--- config.mk ---
export PLATFORM = sky130hd
export DESIGN_NAME = sound_event_arbiter
export DESIGN_NICKNAME = d
export VERILOG_FILES = /design/src/rtl/sound_event_arbiter.sv
export SDC_FILE = /design/constraint.sdc
export NUM_CORES = 1
export LEC_CHECK = 0
export CAP_MARGIN = 30
export CELL_PAD_IN_SITES_DETAIL_PLACEMENT = 0
export CELL_PAD_IN_SITES_GLOBAL_PLACEMENT = 1
export CORE_ASPECT_RATIO = 0.6
export CORE_MARGIN = 1
export CORE_UTILIZATION = 34
export DETAILED_ROUTE_END_ITERATION = 6
export GPL_ROUTABILITY_DRIVEN = 0
export PLACE_DENSITY = 0.95
export SLEW_MARGIN = 20
export SYNTH_ARGS = -nofsm -noshare
export SYNTH_HDL_FRONTEND = slang
export SYNTH_SLANG_ARGS = --single-unit
export TNS_END_PERCENT = 20
--- constraint.sdc ---
create_clock -name clk -period 8.72 [get_ports clk]
set_clock_uncertainty 0.05 [all_clocks]
set_input_delay 0.872 -clock clk [delete_from_list [all_inputs] [get_ports clk]]
set_output_delay 0.872 -clock clk [all_outputs]
set_load 0.05 [all_outputs]
--- src/rtl/sound_event_arbiter.sv ---
// sound_event_arbiter
//
// Picks one of NUM_EVENTS sound event sources and plays its code for a
// number of video frames. Index 0 has the highest priority. A sound that
// ends is always followed by at least one silent frame (GAP state).
//
// Optional feature: define SOUND_QUEUE_EN to remember requests that could
// not be served (lower priority than the playing sound, or arriving during
// the silent gap) in the pending vector. Without it those requests are
// dropped and pending reads 0.
//
// Ports
//   clk          rising-edge clock
//   reset        synchronous, active-high reset
//   frame_start  one-cycle pulse per video frame
//   event_req    one-cycle request pulse per source
//   event_code   packed codes, source i at [i*CODE_W +: CODE_W]
//   event_dur    packed durations in frames, source i at [i*DUR_W +: DUR_W]
//   enable_sound high while a sound plays
//   sound        code of the playing sound, 0 when silent
//   active_id    index of the playing source, 0 when silent
//   pending      latched requests not yet served
//   fsm_state    current state (0 IDLE, 1 PLAY, 2 GAP) for observation
module sound_event_arbiter #(
    parameter int NUM_EVENTS = 4,
    parameter int CODE_W     = 4,
    parameter int DUR_W      = 5,
    localparam int ID_W      = (NUM_EVENTS > 1) ? $clog2(NUM_EVENTS) : 1
) (
    input  logic                         clk,
    input  logic                         reset,
    input  logic                         frame_start,
    input  logic [NUM_EVENTS-1:0]        event_req,
    input  logic [NUM_EVENTS*CODE_W-1:0] event_code,
    input  logic [NUM_EVENTS*DUR_W-1:0]  event_dur,
    output logic                         enable_sound,
    output logic [CODE_W-1:0]            sound,
    output logic [ID_W-1:0]              active_id,
    output logic [NUM_EVENTS-1:0]        pending,
    output logic [1:0]                   fsm_state
);

    typedef enum logic [1:0] {
        IDLE = 2'd0,
        PLAY = 2'd1,
        GAP  = 2'd2
    } state_t;

`ifdef SOUND_QUEUE_EN
    localparam bit QUEUE_EN = 1'b1;
`else
    localparam bit QUEUE_EN = 1'b0;
`endif

    state_t                  state;
    logic [DUR_W-1:0]        timer;

    logic [CODE_W-1:0]       code_arr [NUM_EVENTS];
    logic [DUR_W-1:0]        dur_arr  [NUM_EVENTS];
    logic [NUM_EVENTS-1:0]   dur_nz;
    logic [NUM_EVENTS-1:0]   req_valid;
    logic [NUM_EVENTS-1:0]   cand;

    logic                    win_found;
    logic [ID_W-1:0]         win_idx;
    logic [NUM_EVENTS-1:0]   win_mask;
    logic                    pre_found;
    logic [ID_W-1:0]         pre_idx;
    logic [NUM_EVENTS-1:0]   pre_mask;
    logic [NUM_EVENTS-1:0]   active_mask;
    logic                    preempt;
    logic                    restart;

    assign fsm_state = state;

    always_comb begin
        for (int i = 0; i < NUM_EVENTS; i++) begin
            code_arr[i] = event_code[i*CODE_W +: CODE_W];
            dur_arr[i]  = event_dur[i*DUR_W +: DUR_W];
            dur_nz[i]   = |event_dur[i*DUR_W +: DUR_W];
        end
    end

    // Zero-duration requests are invisible everywhere, including pending.
    assign req_valid = event_req & dur_nz;
    assign cand      = (event_req | pending) & dur_nz;

    // Two lowest-index encoders: cand picks who starts from IDLE/GAP,
    // req_valid alone decides preemption/restart while playing.
    always_comb begin
        win_found = 1'b0;
        win_idx   = '0;
        pre_found = 1'b0;
        pre_idx   = '0;
        for (int i = NUM_EVENTS - 1; i >= 0; i--) begin
            if (cand[i]) begin
                win_found = 1'b1;
                win_idx   = ID_W'(i);
            end
            if (req_valid[i]) begin
                pre_found = 1'b1;
                pre_idx   = ID_W'(i);
            end
        end
    end

    assign win_mask    = win_found ? (NUM_EVENTS'(1) << win_idx) : '0;
    assign pre_mask    = NUM_EVENTS'(1) << pre_idx;
    assign active_mask = NUM_EVENTS'(1) << active_id;
    assign preempt     = pre_found && (pre_idx < active_id);
    assign restart     = req_valid[active_id];

    always_ff @(posedge clk) begin
        if (reset) begin
            state        <= IDLE;
            timer        <= '0;
            pending      <= '0;
            enable_sound <= 1'b0;
            sound        <= '0;
            active_id    <= '0;
        end else begin
            case (state)
                IDLE: begin
                    // frame_start is ignored here: the load cycle never counts.
                    if (win_found) begin
                        state        <= PLAY;
                        timer        <= dur_arr[win_idx];
                        sound        <= code_arr[win_idx];
                        active_id    <= win_idx;
                        enable_sound <= 1'b1;
                    end
                    pending <= QUEUE_EN ? ((pending | req_valid) & ~win_mask) : '0;
                end

                PLAY: begin
                    if (preempt) begin
                        // Preemption beats a simultaneous end-of-sound; the
                        // preempted source is simply forgotten.
                        timer     <= dur_arr[pre_idx];
                        sound     <= code_arr[pre_idx];
                        active_id <= pre_idx;
                        pending   <= QUEUE_EN ? ((pending | req_valid) & ~pre_mask) : '0;
                    end else begin
                        if (restart) begin
                            timer <= dur_arr[active_id];
                        end else if (frame_start) begin
                            if (timer == DUR_W'(1)) begin
                                state        <= GAP;
                                timer        <= '0;
                                enable_sound <= 1'b0;
                                sound        <= '0;
                                active_id    <= '0;
                            end else if (timer != '0) begin
                                timer <= timer - DUR_W'(1);
                            end
                        end
                        pending <= QUEUE_EN ? (pending | (req_valid & ~active_mask)) : '0;
                    end
                end

                GAP: begin
                    if (frame_start && QUEUE_EN && win_found) begin
                        state        <= PLAY;
                        timer        <= dur_arr[win_idx];
                        sound        <= code_arr[win_idx];
                        active_id    <= win_idx;
                        enable_sound <= 1'b1;
                        pending      <= (pending | req_valid) & ~win_mask;
                    end else begin
                        if (frame_start) begin
                            state <= IDLE;
                        end
                        pending <= QUEUE_EN ? (pending | req_valid) : '0;
                    end
                end

                default: begin
                    state <= IDLE;
                end
            endcase
        end
    end

endmodule

==> flow_summary.json <==
{
  "status": "complete, no violations",
  "netlist_instances": 178,
  "p_per_area_nw_per_um2": 133,
  "setup_tns_ns": 0,
  "num_rows": 17,
  "ant_nets": 0,
  "insertion_delay_ns": 0.24,
  "clockPowerShare_pct": 23.2,
  "finalNonFillerCells": 286,
  "path_cells": "clkdlybuf4s50_1 > nor4_2 > a21boi_0 > nor3_2 > ha_1 > a21boi_0 > a221o_2 > a41oi_2 > o21ai_1 > o221a_2",
  "switchingPower_uw": 104,
  "first_iter_violations": 168,
  "rsz0062_at_grt": "no",
  "ys_ff_latch": 14,
  "n_fill_cell": 390,
  "cts-root-buf": "clkbuf_8",
  "area_delta_synth_final_pct": 41.8,
  "internal_power_uw": 170,
  "endpoint_kind": "register",
  "syn-cell-area_um2": 1450,
  "clk_pin_slew_ns": 0.06,
  "hold_viol": 0,
  "crit_slowest_cell": "nor3_2",
  "cts_setup_buffers": 0,
  "antenna_found_initial": 0,
  "routedWlPerCell_um": 16.1,
  "cp.depth": 10,
  "required_ns": 8.81,
  "gr-total-overflow": 0,
  "finalMaxSlewViolations": 0,
  "max_freq_mhz": 234,
  "start_util_pct": 37.4,
  "dieArea_um2": 4530,
  "critPathMaxFanout": 9,
  "seqPwrFrac_pct": 29.5,
  "dp_hpwl_um": 3610,
  "vdd_drop_max_mv": 0.0874,
  "synth_seq_area_share_pct": 19.4,
  "n_antenna_cell": 0,
  "p_comb_share_pct": 47.2,
  "crit_family": "compound AO/OA/AOI/OAI gates",
  "worstSetupStartpointType": "input port",
  "worstPathArrival_ns": 4.37,
  "preCtsSetupSlack_ns": 4.21,
  "core_um2": 3870,
  "vias_per_cell": 5.84,
  "synth-edff-count": 0,
  "worstMarginPinSlew_ns": 0.778,
  "clk_path_buf_depth": 2,
  "firstDrtPassIters": 4,
  "ys_warn_count": 0,
  "worst_slack_ns": 4.44,
  "final_nets": 276,
  "post_cts_resized": 0,
  "yosysTopAreaCellShare_pct": 19.4,
  "hold_depth": 1,
  "grt_use_total_pct": 21.3,
  "h-tree-depth": 1,
  "ioPinCount": 56,
  "max-slew-margin-rel_pct": 47.8,
  "power_uw": 274,
  "drc": 0,
  "slowest_delay_ns": 0.70,
  "drive_above_1_share_pct": 11.4,
  "num_vias": 1670,
  "max-cap-violations": 0,
  "clock_sinks": 14,
  "setup_viol": 0,
  "postCtsHoldBufs": 0,
  "fin_crit_sh_pct": 49.1,
  "crit_type": "in2reg",
  "cp_num_buf_inv": 1,
  "grt_pass1_vias": 1525,
  "crit_path_frequent_cell": "a21boi_0",
  "r2r_cells": 7,
  "sw_frac_of_total_pct": 37.9,
  "cts_tree": "built",
  "grt_max_degree": 14,
  "ys_types": 53,
  "die_x_um": 86.2,
  "period_needed_ns": 4.28,
  "grt_pass1_wl_um": 7380,
  "power_leakage_uw": 0.000745,
  "routed_wl_um": 4590,
  "die_y_um": 52.5,
  "port_buffers": 51,
  "avgSynthCellArea_um2": 8.13,
  "yosysTopAreaCell": "dfxtp_1",
  "hold_path.class": "reg2reg",
  "hold_ws_ns": 0.442,
  "synth_top_flop_cell": "dfxtp_1",
  "cts_buffers": 3,
  "synth_async_sr_flop_share_pct": 0,
  "ys_top_cells_by_area": "dfxtp_1, mux4_2, nand2_1, mux2i_1, o21ai_0",
  "place_inst": 282
}
worst paths after layout:
check | from | end | slack [ns]
setup / recovery | event_dur[1] | timer[3] | 4.44
hold / removal | sound[3] | sound[3] | 0.44
setup reg to reg | active_id[1] | fsm_state[1] | 6.19
hold reg to reg | sound[3] | sound[3] | 0.44
per-stage QoR:
stage	util (%)	instance area, um^2
after floorplan	-	1460
after global placement	51.6	2000
after detailed placement	51.6	2000
after CTS	53.0	2050
after global routing	53.0	2050
final	53.0	2050
state kept, by name, summed over array words and instances (netlist names):
signal and cells:
active_id 2, fsm_state 2, sound 4, timer 5
enable_sound 1
synth_stat cells, types with 2 or more instances:
cell type	instances
nand2_1	19
a32oi_1	2
a31oi_1	3
ha_1	3
mux2i_1	6
dfxtp_1	14
buf_4	4
o211ai_1	3
o22ai_1	3
a211oi_1	2
a22o_1	6
o21a_1	2
nor3b_1	4
o21ai_1	3
nor3_1	10
o31ai_2	2
a21oi_1	6
or4_4	2
clkbuf_1	2
mux4_2	6
a21boi_0	2
a211o_1	2
o21ai_0	11
nor2_1	12
nand3_1	8
inv_1	10
nor4_1	5
layout by cell type (no fill, tap or decap), types with 2 or more instances in the layout:
master and count:
conb_1 4, o31ai_2 2, o21ai_1 3, o22ai_1 3
nand3_1 8, or4_4 2, a211o_1 2, nor2_1 12
a21boi_0 2, mux2i_1 6, nor4_1 5, mux4_2 6
a22o_1 6, clkdlybuf4s50_1 51, inv_1 10, nor3b_1 4
a32oi_1 2, a211oi_1 2, o211ai_1 3, o21a_1 2
o21ai_0 11, a31oi_1 3, clkbuf_8 4, dfxtp_1 14
ha_1 3, nand2_1 19, a21oi_1 6, nor3_1 10
final cells by class:
type                            count  area, um^2  area share (%)
Sequential cell                    14         280            13.7
Inverter                           10        37.5            1.83
Clock buffer                        4        55.1            2.68
Tap cell                           57        71.3            3.47
Timing Repair Buffer               51         510            24.9
Multi-Input combinational cell    150        1100            53.5
logic make-up after synthesis:
kind of cell	Yosys count	synth area share [%]
multiplexers	13	14.3
AO/OA/AOI/OAI	64	34.3
AND/OR/NAND/NOR	66	23.7
flip-flops	14	19.4
adder cells (fa/ha/maj)	3	2.59
buffers and inverters	17	5.53
other	1	0.259
per-layer routing:
metal,part of all wire (%),GRT usage (%)
met4,0.15,1.94
met3,14,7.72
met5,0,0
met1,49,31.6
met2,37,29.6
power by group through the flow:
stage | logic, uW | registers (uW) | clock network, uW
global route | 139 | 82.4 | 68.0
CTS | 128 | 80.7 | 64.5
detailed placement | 127 | 81.9 | 0
floorplan | 70.8 | 91.5 | 0
global placement | 127 | 82.2 | 0
finish | 129 | 80.9 | 63.6
No activity file was read; power rests on OpenSTA's default activity.
